==> src/rtl/bgm_pkg.sv <==
// Shared types and helpers for the background-music sequencer.
// Holds the state encoding and the beat-divider sizing helpers.
package bgm_pkg;

  typedef enum logic [1:0] {
    FIELD        = 2'd0,
    GAP_TO_BOSS  = 2'd1,
    BOSS         = 2'd2,
    GAP_TO_FIELD = 2'd3
  } bgm_state_e;

  localparam int unsigned GAP_W = 8;

  // Clock cycles per beat.
  function automatic int unsigned beat_div(
    input int unsigned clk_hz,
    input int unsigned beat_hz
  );
    return clk_hz / beat_hz;
  endfunction

  // Width of the beat divider counter.
  function automatic int unsigned beat_div_w(
    input int unsigned clk_hz,
    input int unsigned beat_hz
  );
    return $clog2(beat_div(clk_hz, beat_hz));
  endfunction

endpackage

==> src/rtl/bgm_sequencer_beat_divider.sv <==
// Beat divider: counts clock cycles and pulses tick once per beat.
// Holds while en is low; clr restarts the beat from count 0.
module beat_divider #(
  parameter int unsigned DIV = 10,
  parameter int unsigned W   = 4
) (
  input  logic clk,
  input  logic rst,
  input  logic clr,
  input  logic en,
  output logic tick
);

  localparam logic [W-1:0] LAST = W'(DIV - 1);

  logic [W-1:0] cnt_q;
  logic [W-1:0] cnt_d;

  // Next count: clear wins, otherwise advance and wrap when enabled.
  always_comb begin
    cnt_d = cnt_q;
    if (clr) begin
      cnt_d = '0;
    end else if (en) begin
      cnt_d = (cnt_q == LAST) ? '0 : cnt_q + 1'b1;
    end
  end

  // Count register.
  always_ff @(posedge clk or posedge rst) begin
    if (rst) begin
      cnt_q <= '0;
    end else begin
      cnt_q <= cnt_d;
    end
  end

  assign tick = en && (cnt_q == LAST);

endmodule

==> src/rtl/bgm_sequencer.sv <==
// Background-music sequencer: maps boss events to track select,
// mute and a restart pulse, inserting a silent gap per switch.
module bgm_sequencer
  import bgm_pkg::*;
#(
  parameter int unsigned CLK_HZ    = 100_000_000,
  parameter int unsigned BEAT_HZ   = 32,
  parameter int unsigned GAP_BEATS = 16
) (
  input  logic clk,
  input  logic rst,
  input  logic boss_enter,
  input  logic boss_clear,
  input  logic pause,
  output logic change,
  output logic mute,
  output logic music_rst,
  output logic boss_active
);

  localparam int unsigned DIV   = beat_div(CLK_HZ, BEAT_HZ);
  localparam int unsigned DIV_W = beat_div_w(CLK_HZ, BEAT_HZ);
  localparam logic [GAP_W-1:0] GAP_LOAD = GAP_W'(GAP_BEATS);

  bgm_state_e       state_q, state_d;
  logic [GAP_W-1:0] gap_q, gap_d;
  logic             change_q, change_d;
  logic             mute_q, mute_d;
  logic             mrst_q, mrst_d;
  logic             bact_q, bact_d;
  logic             div_clr;
  logic             tick;

  beat_divider #(
    .DIV (DIV),
    .W   (DIV_W)
  ) u_div (
    .clk  (clk),
    .rst  (rst),
    .clr  (div_clr),
    .en   (!pause),
    .tick (tick)
  );

  // Next state, gap countdown and registered output values.
  always_comb begin
    state_d  = state_q;
    gap_d    = gap_q;
    change_d = change_q;
    mrst_d   = 1'b0;
    div_clr  = 1'b0;
    unique case (state_q)
      FIELD: begin
        if (boss_enter && !boss_clear) begin
          state_d = GAP_TO_BOSS;
          gap_d   = GAP_LOAD;
          div_clr = 1'b1;
        end
      end
      GAP_TO_BOSS: begin
        if (boss_clear) begin
          state_d = GAP_TO_FIELD;
          gap_d   = GAP_LOAD;
          div_clr = 1'b1;
        end else if (tick) begin
          if (gap_q <= 8'd1) begin
            state_d  = BOSS;
            gap_d    = '0;
            mrst_d   = 1'b1;
            change_d = 1'b1;
          end else begin
            gap_d = gap_q - 8'd1;
          end
        end
      end
      BOSS: begin
        if (boss_clear) begin
          state_d = GAP_TO_FIELD;
          gap_d   = GAP_LOAD;
          div_clr = 1'b1;
        end
      end
      GAP_TO_FIELD: begin
        if (boss_enter && !boss_clear) begin
          state_d = GAP_TO_BOSS;
          gap_d   = GAP_LOAD;
          div_clr = 1'b1;
        end else if (tick) begin
          if (gap_q <= 8'd1) begin
            state_d  = FIELD;
            gap_d    = '0;
            mrst_d   = 1'b1;
            change_d = 1'b0;
          end else begin
            gap_d = gap_q - 8'd1;
          end
        end
      end
    endcase
    mute_d = pause
          || (state_d == GAP_TO_BOSS)
          || (state_d == GAP_TO_FIELD);
    bact_d = (state_d == GAP_TO_BOSS)
          || (state_d == BOSS);
  end

  // State, gap counter and output registers.
  always_ff @(posedge clk or posedge rst) begin
    if (rst) begin
      state_q  <= FIELD;
      gap_q    <= '0;
      change_q <= 1'b0;
      mute_q   <= 1'b0;
      mrst_q   <= 1'b0;
      bact_q   <= 1'b0;
    end else begin
      state_q  <= state_d;
      gap_q    <= gap_d;
      change_q <= change_d;
      mute_q   <= mute_d;
      mrst_q   <= mrst_d;
      bact_q   <= bact_d;
    end
  end

  assign change      = change_q;
  assign mute        = mute_q;
  assign music_rst   = mrst_q;
  assign boss_active = bact_q;

endmodule

==> config.mk <==
export PLATFORM = sky130hd
export DESIGN_NAME = bgm_sequencer
export DESIGN_NICKNAME = d
export VERILOG_FILES = /design/src/rtl/bgm_pkg.sv /design/src/rtl/bgm_sequencer_beat_divider.sv /design/src/rtl/bgm_sequencer.sv
export SDC_FILE = /design/constraint.sdc
export NUM_CORES = 1
export LEC_CHECK = 0
export ABC_AREA = 1
export CAP_MARGIN = 0
export CORE_MARGIN = 2
export CORE_UTILIZATION = 63
export CTS_BUF_LIST = sky130_fd_sc_hd__clkbuf_4 sky130_fd_sc_hd__clkbuf_8
export DETAILED_ROUTE_END_ITERATION = 12
export PLACE_DENSITY = 0.81
export SLEW_MARGIN = 20
export SYNTH_ARGS = -nofsm -noshare
export SYNTH_HDL_FRONTEND = slang
export SYNTH_HIERARCHICAL = 1
export SYNTH_SLANG_ARGS = --single-unit
==> constraint.sdc <==
create_clock -name clk -period 2.45 [get_ports clk]
set_clock_uncertainty 0.15 [all_clocks]
set_input_delay 0.49 -clock clk [delete_from_list [all_inputs] [get_ports clk]]
set_output_delay 0.49 -clock clk [all_outputs]
set_load 0.05 [all_outputs]
; ---- Word-level counts from Yosys, hierarchy flattened
; Index checks and enable logic that the tools add are counted.
[totals]
word_cells = 73
output_inout_bits = 4
register_bits = 36
[op_classes]
magnitude_cmp = 1
n_eq_ne = 16
muxes = 34
reduce_logical = 13
addsub = 2
[ops]
columns = op, n
row1 = $mux 22, 3
row2 = $mux 8, 6
row3 = $pmux 8 s4, 1
row4 = $add 22x1->22 const B, 1
row5 = $eq 22x22->1 const B, 1
row6 = $mux 2, 8
row7 = $ne 2x2->1 const B, 8
row8 = $mux 1, 12
row9 = $eq 2x2->1 const B, 4
row10 = $le 8x1->1 const B, 1
row11 = $pmux 2 s4, 1
row12 = $sub 8x1->8 const B, 1
row13 = $reduce_and 7->1, 1
row14 = $pmux 1 s2, 3
row15 = $eq 2x1->1 const B, 2
row16 = $reduce_or 2->1, 2
row17 = $logic_or 1x1->1, 3
row18 = $logic_and 1x1->1, 2
row19 = $logic_not 1->1, 2
row20 = $logic_not 2->1, 1
row21 = $ne 2x1->1 const B, 1
row22 = $reduce_and 2->1, 1
row23 = $reduce_bool 2->1, 1

; ---- Logic depth before layout (Yosys ltp)
[depth]
word_depth = 8
mapped_depth = 14
depth_no_buf = 14

; ---- By module
; Netlist, hierarchy kept.
[by_module_without_submodules]
columns = mod, instances, area_per_inst_um2, seq_area_each_um2, cells_each
row1 = beat_divider, 1, 1392.6, 550.5, 209
row2 = bgm_sequencer, 1, 927.1, 350.3, 126

; ---- Least setup slack after synthesis
; Ideal clock, no wire load.
[synth_path]
kind = register to register
from = register u_div.cnt_q[0]
to = register gap_q[6]
required_time_ns = 2.173
path_stages_with_launch = 13
t_arrival_ns = 1.666
path_slack_ns = 0.507
synth_period_minus_slack_ns = 1.943
path_cell_list = dfrtp_1 -> ha_1 -> nand2_1 -> nor2_1 -> nand3_1 -> nor2_2 -> nand2_2 -> inv_1 -> nand4_1 -> nor3_1 -> nand2_1 -> nand3_1 -> o21ai_0
[synth_between]
elab_chain_len = 5
elab_cells_between_ends = 6
cone_classes = 1 x eq/ne / 4 x mux / 1 x reduce/logical
[synth_rtl]
columns = element, line
row1 = "start, declared", bgm_sequencer_beat_divider.sv:16  ; logic [W-1:0] cnt_q;
row2 = "start signal, assigned", bgm_sequencer_beat_divider.sv:34  ; cnt_q <= cnt_d;
row3 = $eq 22x22->1 *, bgm_sequencer_beat_divider.sv:38  ; assign tick = en && (cnt_q == LAST);
row4 = $logic_and 1x1->1 *, bgm_sequencer_beat_divider.sv:38
row5 = via tick, bgm_sequencer.sv:32  ; logic tick;
row6 = $mux 8 *, -
row7 = $mux 8 (on tied branches), -
row8 = $pmux 8 s4 *, -
row9 = "end signal, assigned", bgm_sequencer.sv:118  ; gap_q <= gap_d;
row10 = "end, declared", bgm_sequencer.sv:26  ; logic [GAP_W-1:0] gap_q, gap_d;
; The timed path passes the listed nets; every way through them passes the cells marked *.
; A chain may end at the register's enable or synchronous reset.

; ---- Final worst setup path
[layout_path]
from = register u_div.cnt_q[1]
to = register bact_q, in the netlist boss_active
[layout_between]
elab_chain_len = 7
elab_cells_between_ends = 10
cone_classes = 3 x eq/ne / 5 x mux / 2 x reduce/logical
[layout_rtl]
columns = element, line
row1 = $eq 22x22->1 *, bgm_sequencer_beat_divider.sv:38
row2 = $logic_and 1x1->1 *, bgm_sequencer_beat_divider.sv:38
row3 = via tick, bgm_sequencer.sv:32
row4 = $mux 2 (on tied branches), "bgm_sequencer.sv:88, bgm_sequencer.sv:65"
row5 = $mux 2 (on tied branches), "bgm_sequencer.sv:84, bgm_sequencer.sv:61"
row6 = $pmux 2 s4 *, bgm_sequencer.sv:52  ; unique case (state_q)
row7 = $eq 2x1->1 or $eq 2x2->1 (tied branches), "bgm_sequencer.sv:103, bgm_sequencer.sv:104"
row8 = $logic_or 1x1->1 *, bgm_sequencer.sv:104  ; || (state_d == BOSS);
row9 = via bact_d, bgm_sequencer.sv:30  ; logic bact_q, bact_d;
row10 = "end signal, assigned", bgm_sequencer.sv:122  ; bact_q <= bact_d;
row11 = "end, declared", bgm_sequencer.sv:30
; Marks and branches as above.

==> flow_summary.toml <==
[setup_path]
crit_type = "reg -> reg"
cpMaxStageDelayCell = "dfrtp_1"
ff2ff_path_depth = 14
cpPeakStageDelay_ns = 0.41
cp-start-kind = "flip-flop"
required_ns = 2.48
cp_data_arrival_time_ns = 2.26
cp_num_buf_inv = 1
rrSetupSlack_ns = 0.22
critical_path.most_common_cell = "nand2_1"
cp_max_fo = 8
end_kind = "flip-flop"
crit_chain = "ha_1 -> nand2_1 -> nor2_1 -> nand3_1 -> nor2_2 -> nand2_2 -> inv_1 -> nand3_2 -> nand2_1 -> nand2_1 -> nand2_1 -> nand2_1 -> nand2_1 -> nand2_1"
path_delay_family = "simple AND/OR/NAND/NOR gates"
path_depth = 14

[timing]
setup_ws_ns = 0.218
rsz0062_at_grt = "false"
fin_crit_ns = 2.23
worstMarginPinSlew_ns = 0.571
finalHoldViolations = 0
slew_viol_final = 0
setup_viol = 0
clock.fmax_ghz = 0.448
slew_headroom_pct = 61.9
final.period_utilization_pct = 91.1

[die]
start_util_pct = 64.3
num_rows = 22
die_x_um = 64.7
io_pins = 9
die-height_um = 64.7
core_area_sq_um = 3610
die_area_sq_um = 4180

[synthesis]
syn-cell-area_sq_um = 2320
synth_area_leaders = "dfrtp_1 (39%), nand2_1 (16%), nor2_1 (9.7%), inv_1 (7.3%), ha_1 (4.9%)"
synth_top_area_share_pct = 38.8
synth_area_per_cell_sq_um = 6.92
synth_nets = 349
synth_top_area_cell = "dfrtp_1"
netlist_instances = 335
synth_cell_types = 28
yosys_warnings = 6
synth_seq_cells = 36
synth-seq-area-share_pct = 38.8

[clocking]
clk_root_buffer_cell = "clkbuf_8"
clockBufferDepth = 2
ctsHoldBuffers = 0
cts_buffers = 5
cts.sinks = 36
post_cts.repair.setup_buffers = 0
ctsResizeCount = 0
cts_tree = "done"
path_clk_slew_ns = 0.07
clock_latency_ns = 0.29
cts_max_level = 2

[min_path]
hold_path_class = "reg -> reg"
min_path_cells = 2

[place]
post-place-ws_ns = -0.0401
place_inst = 394
portBuffers = 8
dp_hpwl_um = 3640
gp_congestion = 0.933

[finish]
insertedDiodeCount = 0
layout-drive-gt1-share_pct = 10.7
final_nets = 367
syn_to_final_growth_pct = 11.5
multi_input_area_sq_um = 1230
fillers = 316
layout.area.seq_sq_um = 901
fin_cells = 402

[grt]
grt_pass1_vias = 2012
grt_first_pass_wirelength_um = 8590
overflow = 0
grt_max_degree = 23
antenna_found_initial = 0
grtUsageTotal_pct = 26.9

[drt]
drtIter0Drc = 120
drtPass1Iterations = 4
drt-total-wl_um = 4930
routedWlPerCell_um = 12.3
vias = 2106
vias_per_cell = 5.24
drc_errors = 0
postRouteAntennaNets = 0

[flow_run]
drv_cap = 0

[power_and_ir_drop]
vdd_ir_drop_max_uv = 438
p_leak_nw = 1.22
power_density_nw_per_um2 = 747

[outcome]
status = "completed"
worst register-to-register path: cells and delay by family, from the launching register on:
kind / cells / cell delay, ns
DFF: 1 / 0.41
buffers and inverters: 1 / 0.15
and+or+nand+nor: 12 / 1.18
adders and majority gates: 1 / 0.23
cell usage after synthesis:
cell and number:
o211ai_1 1, o21bai_1 1, nand2_1 100, inv_1 45
a21oi_2 1, buf_2 1, o21ai_0 11, nand4_1 3
ha_1 9, nand3_1 22, buf_8 1, or2_2 1
nand2_2 4, nor3_2 1, nand3_2 2, o22ai_1 1
nand2_4 2, nor3_1 4, a21oi_1 6, nor2_1 60
xor2_1 7, nor2_2 5, nor2_4 1, o21ai_2 1
xnor2_1 3, inv_2 4, dfrtp_1 36, nand3b_1 2
cells in the final DEF, fill, tap and decap left out, types with 2 or more instances in the layout:
master	n
a21oi_1	6
buf_4	5
clkbuf_4	2
clkbuf_8	6
clkdlybuf4s50_1	8
dfrtp_1	36
ha_1	9
inv_1	45
inv_2	4
nand2_1	100
nand2_2	4
nand2_4	2
nand3_1	22
nand3_2	2
nand3b_1	2
nand4_1	3
nor2_1	59
nor2_2	6
nor3_1	2
nor3_2	3
o21ai_0	11
xnor2_1	3
xor2_1	7
where the power goes:
group / internal (W) / switching [W] / total [W] / leakage, nW
logic: 0.000250 / 0.000529 / 0.000779 / 0.680
registers: 0.000650 / 0.0000484 / 0.000699 / 0.485
clock network: 0.000251 / 0.000203 / 0.000455 / 0.0523
total: 0.00115 / 0.000780 / 0.00193 / 1.22
sequential cells by signal (all words and copies together) (netlist names):
signal / count
boss_active: 1
mute: 1
gap_q: 8
music_rst: 1
state_q: 2
u_div/cnt_q: 22
change: 1
layer usage:
layer	vias to the layer above	global-route usage, %	wire length [um]
met4	0	11.7	84
li1	1063	-	-
met3	7	5.21	182
met5	-	0	0
met1	976	30.7	2120
met2	60	48.7	2550
cell families after synthesis:
kind of cell | Yosys count | synth area share (%)
AO/OA/AOI/OAI | 22 | 5.34
XOR/XNOR | 10 | 3.78
adder cells (fa/ha/maj) | 9 | 4.85
buffers and inverters | 51 | 8.79
flip-flops | 36 | 38.8
AND/OR/NAND/NOR | 207 | 38.4
worst paths after layout:
path | start | to
worst min-delay path | change | change
max in group asynchronous | rst | gap_q[2]
worst max register to register | u_div/cnt_q[1] | boss_active
min in group asynchronous | rst | u_div/cnt_q[4]
worst max-delay path | u_div/cnt_q[1] | boss_active
worst min register to register | change | change
through the flow:
step                instance area (sq um)  power, W  util (%)  setup TNS (ns)  hold slack, ns
floorplan                            2320   0.00131         -               0           0.229
global placement                     2480   0.00145      68.7               0           0.342
detailed placement                   2480   0.00147      68.7          -0.119           0.346
CTS                                  2570   0.00194      71.4               0           0.367
global route                         2590   0.00208      71.8               0           0.395
finish                               2590   0.00193      71.8               0           0.361
area by class of cell:
class	instances	share of cell area [%]
well taps	48	2.32
inverters	49	7.11
clock buffers	8	3.77
repair buffers	13	4.55
multi-input cells	248	47.4
flip-flops and latches	36	34.8
Note: power is estimated with default switching activity, not from simulation.
